==> src/rtl/response_demux_pkg.sv <==
// response_demux_pkg: shared defaults and output-stage state type for the response demux
package response_demux_pkg;
  localparam int RESP_NUMBER_DEF = 8;
  localparam int RESP_WIDTH_DEF = 32;
  localparam int MAX_OUTSTANDING_DEF = 4;
  typedef enum logic {EMPTY, FULL} state_t;
endpackage

==> src/rtl/tag_fifo.sv <==
// tag_fifo: first-word-fall-through FIFO of consumer tags, extra pointer bit separates full from empty
module tag_fifo #(
  parameter int WIDTH = 3,
  parameter int DEPTH = 4
) (
  input  logic                       clk,
  input  logic                       rst,
  input  logic                       push,
  input  logic                       pop,
  input  logic [WIDTH-1:0]           din,
  output logic [WIDTH-1:0]           dout,
  output logic                       full,
  output logic                       empty,
  output logic [$clog2(DEPTH):0]     count
);
  localparam int AW = $clog2(DEPTH);
  logic [WIDTH-1:0] mem [DEPTH];
  logic [AW:0] wr, rd;
  assign empty = wr == rd;
  assign full = (wr[AW] != rd[AW]) && (wr[AW-1:0] == rd[AW-1:0]);
  assign count = wr - rd;
  assign dout = mem[rd[AW-1:0]];
  always_ff @(posedge clk)
    if (push && !full) mem[wr[AW-1:0]] <= din;
  always_ff @(posedge clk or negedge rst)
    if (!rst) begin
      wr <= '0;
      rd <= '0;
    end else begin
      if (push && !full) wr <= wr + 1'b1;
      if (pop && !empty) rd <= rd + 1'b1;
    end
endmodule

==> src/rtl/response_demux.sv <==
// response_demux: routes in-order responses back to the consumer whose request was issued first
module response_demux import response_demux_pkg::*; #(
  parameter int RESP_NUMBER = RESP_NUMBER_DEF,
  parameter int RESP_WIDTH = RESP_WIDTH_DEF,
  parameter int MAX_OUTSTANDING = MAX_OUTSTANDING_DEF
) (
  input  logic                               clk,
  input  logic                               rst,
  input  logic                               issue_valid,
  input  logic [$clog2(RESP_NUMBER)-1:0]     issue_select,
  output logic                               issue_ready,
  input  logic                               resp_valid,
  input  logic [RESP_WIDTH-1:0]              resp_data,
  output logic                               resp_ready,
  output logic [RESP_NUMBER-1:0]             consumer_valid,
  output logic [RESP_WIDTH-1:0]              consumer_data,
  input  logic [RESP_NUMBER-1:0]             consumer_ready,
  output logic [$clog2(MAX_OUTSTANDING):0]   outstanding,
  output logic                               overflow_err
);
  localparam int SW = $clog2(RESP_NUMBER);
  state_t state;
  logic [SW-1:0] dest, tag;
  logic full, empty, accept;
  assign issue_ready = !full;
  assign resp_ready = !empty && (state == EMPTY || consumer_ready[dest]);
  assign accept = resp_valid && resp_ready;
  tag_fifo #(.WIDTH(SW), .DEPTH(MAX_OUTSTANDING)) u_fifo (
    .clk(clk),
    .rst(rst),
    .push(issue_valid),
    .pop(accept),
    .din(issue_select),
    .dout(tag),
    .full(full),
    .empty(empty),
    .count(outstanding)
  );
  // a new accept while the held response drains reloads the stage in place
  always_ff @(posedge clk or negedge rst)
    if (!rst) begin
      state <= EMPTY;
      dest <= '0;
      consumer_valid <= '0;
      consumer_data <= '0;
      overflow_err <= 1'b0;
    end else begin
      if (issue_valid && full) overflow_err <= 1'b1;
      if (accept) begin
        state <= FULL;
        dest <= tag;
        consumer_valid <= RESP_NUMBER'(1) << tag;
        consumer_data <= resp_data;
      end else if (state == FULL && consumer_ready[dest]) begin
        state <= EMPTY;
        consumer_valid <= '0;
      end
    end
endmodule

==> config.mk <==
export PLATFORM = sky130hd
export DESIGN_NAME = response_demux
export DESIGN_NICKNAME = d
export VERILOG_FILES = /design/src/rtl/response_demux_pkg.sv /design/src/rtl/tag_fifo.sv /design/src/rtl/response_demux.sv
export SDC_FILE = /design/constraint.sdc
export NUM_CORES = 1
export LEC_CHECK = 0
export CAP_MARGIN = 25
export CORE_MARGIN = 4
export CORE_UTILIZATION = 35
export DETAILED_ROUTE_END_ITERATION = 8
export PLACE_DENSITY = 0.65
export SLEW_MARGIN = 20
export SYNTH_ARGS = -nofsm -noshare
export SYNTH_HDL_FRONTEND = slang
export SYNTH_SLANG_ARGS = --single-unit
==> constraint.sdc <==
create_clock -name clk -period 2.25 [get_ports clk]
set_input_delay 0.45 -clock clk [delete_from_list [all_inputs] [get_ports clk]]
set_output_delay 0.45 -clock clk [all_outputs]
set_load 0.02 [all_outputs]
# Word level (Yosys, flattened, before mapping)
# Memories as Yosys holds them, arrays and structs flattened.
# Cells that the tools add are included.
# totals
romBits	0
n_memories	1
register_bits	51
out_inout_bits	46
latch_bits	0
in_bits	47
ramBits	12
elab_cells	36
# classes
shifts	1
addsub	3
eq_ne	3
div_mod_pow	0
n_mul	0
n_mux	8
magnitude_cmp	1
n_reduce_logical	11
bitwise	1
# memory_table
memory	words	word_bits	read_ports	rd_ports_with_merged_regs	write_ports	line_no	source
u_fifo.mem	4	3	1	0	1	tag_fifo.sv:17	logic [WIDTH-1:0] mem [DEPTH];
# op_table
cell	n
$mux 8	2
$shl 1x3->8 const A	1
$logic_and 1x1->1	7
$add 3x1->3 const B	2
$mux 1	5
$lt 3x4->1 const B	1
$bmux 1 s3	1
$eq 3x3->1	1
$sub 3x3->3	1
$eq 2x2->1	1
$logic_not 1->1	2
$reduce_bool 2->1	1
$logic_or 1x1->1	1
$ne 1x1->1	1
$not 1->1	1

# Longest topological paths before layout
# depth
depth_word	6
ltp_mapped	8
depth_no_buf	7

# Modules after synthesis
# Synthesis repeated with hierarchy kept, for this count alone.
# hier_totals
cells_unflattened	209
area_unflattened_um2	2842.7
# by_module_without_submodules
module	cells_per_inst	seq_area_each_um2	n_inst	area_each_um2
response_demux	150	1126.1	1	1956.9
tag_fifo	59	510.5	1	885.8

# Worst setup path before layout
# No wires, ideal clock.
# synth_timing
path_type	register to register
start	register u_fifo.rd[1]
end	register consumer_data[0]
required_ps	2125
t_arrival_ps	1809
slack_ps	316
path_stages_with_launch	9
period_less_slack_ps	1934
setup_ps	125
path_buffers	2
cell_sequence	dfrtp_1 > inv_1 > ha_1 > nand2_1 > o21a_1 > and2_4 > buf_12 > buf_12 > mux2_4
# synth_via
elab_chain_cells	4
# synth_lines
item	line_no	source
from (decl)	tag_fifo.sv:18	logic [AW:0] wr, rd;
from (signal assigned)	tag_fifo.sv:31	if (pop && !empty) rd <= rd + 1'b1;
$eq 3x3->1	tag_fifo.sv:19	assign empty = wr == rd;
$logic_not 1->1	response_demux.sv:26	assign resp_ready = !empty && (state == EMPTY || consumer_ready[dest]);
$logic_and 1x1->1	response_demux.sv:26	
$logic_and 1x1->1	response_demux.sv:27	assign accept = resp_valid && resp_ready;
to (signal assigned)	response_demux.sv:53	consumer_data <= resp_data;
to (decl)	response_demux.sv:16	output logic [RESP_WIDTH-1:0] consumer_data,
# No other way between the ends.
# A chain may end at the register's enable or synchronous reset.

# Final worst setup path
# layout_timing
start	register u_fifo.rd[0]
end	output outstanding[2]
# layout_via
elab_chain_cells	1
# layout_lines
item	line_no	source
$sub 3x3->3	tag_fifo.sv:21	assign count = wr - rd;
to (decl)	response_demux.sv:18	output logic [$clog2(MAX_OUTSTANDING):0] outstanding,
# No other way between the ends.

==> results.toml <==
[yosys]
synth_compound_gate_area_share_pct = 6.32
yosys.area.top_type_share_pct = 45.1
synth_area_um2 = 2830
synth_adder_area_share_pct = 3.80
async_flop_share_pct = 81.0
synth_seq_area_share_pct = 57.8
synthCells = 173
synth_edf_count = 12
synthSimpleGateAreaFrac_pct = 4.33
ys_top_cells_by_area = "dfrtp_1, mux2_4, edfxtp_1"
syn_avg_cell_area_um2 = 16.4
yosys.area.top_type = "dfrtp_1"
synth_ff_type = "dfrtp_1"
synth_top_family_by_area = "multiplexers"
synthMuxAreaShare_pct = 22.0
syn_nets = 228
ys_types = 33
synth_xor_area_share_pct = 1.86
synth-seq-cells = 63
yosys_warnings = 0

[run_status]
status = "completed"

[clocking]
cts_tree = "done"
clk_latency_ns = 0.33
numCtsBuffers = 9
post_cts_buffers = 0
clk_path_buf_depth = 2
path_clk_slew_ns = 0.06
numClockSinks = 63
cts.htree.levels = 3
cts_hold_buf = 0
clock-root-buffer = "clkbuf_8"

[job]
maxCapViolCount = 0

[final_layout]
nets = 340
drive_gt1_share_pct = 27.2
fin_cells = 392
n_antenna_cell = 0
areaGrowthSynthToFinish_pct = 46.4

[die]
start_util_pct = 36.2
core_um2 = 7810
die_h_um = 97.9
die-area_um2 = 9590
die_x_um = 97.9
rows = 32
ios = 93

[drt]
drcViolationCount = 0
drtPass1Iterations = 4
vias = 1766
drtIter0Drc = 35
vias_per_cell = 4.51
wire_per_inst_um = 14.4
wirelength_um = 5660
ant_nets = 0

[worst_setup_path]
crit_fanout = 2
max_stage_delay_ns = 0.40
critical-path-slowest-cell = "dfrtp_1"
crit_chain = "ha_1 -> fa_1 -> xor2_1 -> buf_2"
worstPathArrival_ns = 1.67
cp-start-kind = "register"
path_class = "reg -> out"
cp-end-kind = "primary output"
crit_required_ns = 1.80

[placed_design]
place_hpwl_um = 4310
numPortBuffers = 92
place_inst = 376
gp_congestion = 0.753

[sta]
fin_crit_sh_pct = 94.2
hold_viol = 0
setup_viol = 0
tightestPinTransition_ns = 0.534
finalClockSkew_ns = 0.00539
slew_viol_final = 0
holdWs_ns = 0.0988
fin_crit_ns = 2.12
fmax_mhz = 472
max_slew_margin_pct = 64.4
rsz0062_at_grt = "no"

[global_route]
antenna_found_initial = 0
grt_max_degree = 31
grt_use_total_pct = 12.7
grt_pass1_vias = 1863
grt-ovfl-total = 0
grt_pass1_wl_um = 9550

[pwr]
powerDensity_nw_per_um2 = 1630
power.leakage_nw = 1.81
peakVddDrop_v = 0.00120

[min_path]
hold_path_class = "in -> async"
[timing repair]
| item | 4_1_cts | 5_1_grt |
|---|---|---|
| setup endpoints to repair | 4 | 3 |
| hold endpoints to repair | 0 | 0 |
| gates resized for setup | 11 | 3 |
| pin swaps | 0 | 1 |
[Yosys cell counts (2+ instances only)]
library cell / number
inv_1: 8
mux4_2: 3
and3_1: 4
dfrtp_1: 51
o21ai_0: 2
o21a_1: 2
mux2_4: 31
edfxtp_1: 12
a32o_1: 4
ha_1: 7
o2bb2ai_1: 3
nand3_1: 2
nor2_1: 3
xnor2_1: 3
buf_12: 4
nand2_1: 9
mux2_2: 7
xor2_1: 3
[cells in the final DEF (no fill, tap or decap), types with 7 or more instances in the layout]
cell type        count
dfrtp_1             50
clkdlybuf4s50_1     86
nand2_1              9
mux2_4              31
inv_1                8
buf_4                9
mux2_2               7
ha_1                 7
clkbuf_8            10
edfxtp_1            12
[where the power goes]
group | switching (mW) | internal [mW] | leakage [nW]
combinational | 1.71 | 2.04 | 0.978
sequential | 0.276 | 1.66 | 0.719
clock | 0.406 | 0.651 | 0.110
total | 2.40 | 4.35 | 1.81
[final cells by class]
cell class | count | area, um^2
Tap cell | 102 | 128
Inverter | 8 | 30.0
Fill cell | 683 | 3660
Sequential cell | 63 | 1640
Clock buffer | 12 | 145
Timing Repair Buffer | 105 | 1050
Clock inverter | 4 | 70.1
Multi-Input combinational cell | 98 | 1080
[metrics by stage]
step	instance area (um^2)	setup WS (ns)	setup TNS, ns	utilization [%]	power (mW)
after floorplan	2830	0.316	0	-	4.38
after global placement	3940	-0.316	-3.96	50.5	5.81
after detailed placement	3940	-0.319	-4.18	50.5	5.84
after CTS	4150	0.0144	0	53.2	6.88
after global routing	4140	0.0412	0	53.1	7.19
final	4140	0.130	0	53.1	6.74
[worst paths after layout]
kind                               from                end  slack, ns  cells past startpoint
setup / recovery           u_fifo.rd[0]     outstanding[2]       0.13                      4
hold / removal                      rst  consumer_valid[5]        0.1                      1
setup reg to reg                dest[0]  consumer_data[29]       0.27                      7
hold reg to reg            overflow_err       overflow_err       0.48                      1
max in group asynchronous           rst  consumer_data[25]       1.61                      2
min in group clk           overflow_err       overflow_err       0.48                      1
[cells by family after synthesis]
logic type | count (synthesis)
AOI/OAI and AO/OA | 18
xor gates and xnor gates | 6
adders and majority gates | 8
buffers and inverters | 12
and+or+nand+nor | 24
DFF | 63
muxes | 42
[sequential cells by signal (all words and copies together), names as in the netlist]
name and flops:
consumer_data 32, consumer_valid 8, dest 3, overflow_err 1
state 1, u_fifo.mem 12, u_fifo.rd 3, u_fifo.wr 3
[layer usage]
layer  share of wire (%)  wire length, um  vias up  GRT usage, %
li1                    -                -      855             -
met1                  48             2710      848          17.4
met2                  44             2520       57          18.5
met3                 6.5              367        6          4.43
met4                 1.1               60        0          4.79
met5                   0                0        -             0
[critical path: cells and delay by family (launching register included)]
kind | cells | cell delay (ns)
buf+inv | 1 | 0.18
flops | 1 | 0.40
xor+xnor | 1 | 0.17
fa+ha+maj | 2 | 0.59
No activity file was read; power rests on OpenSTA's default activity.
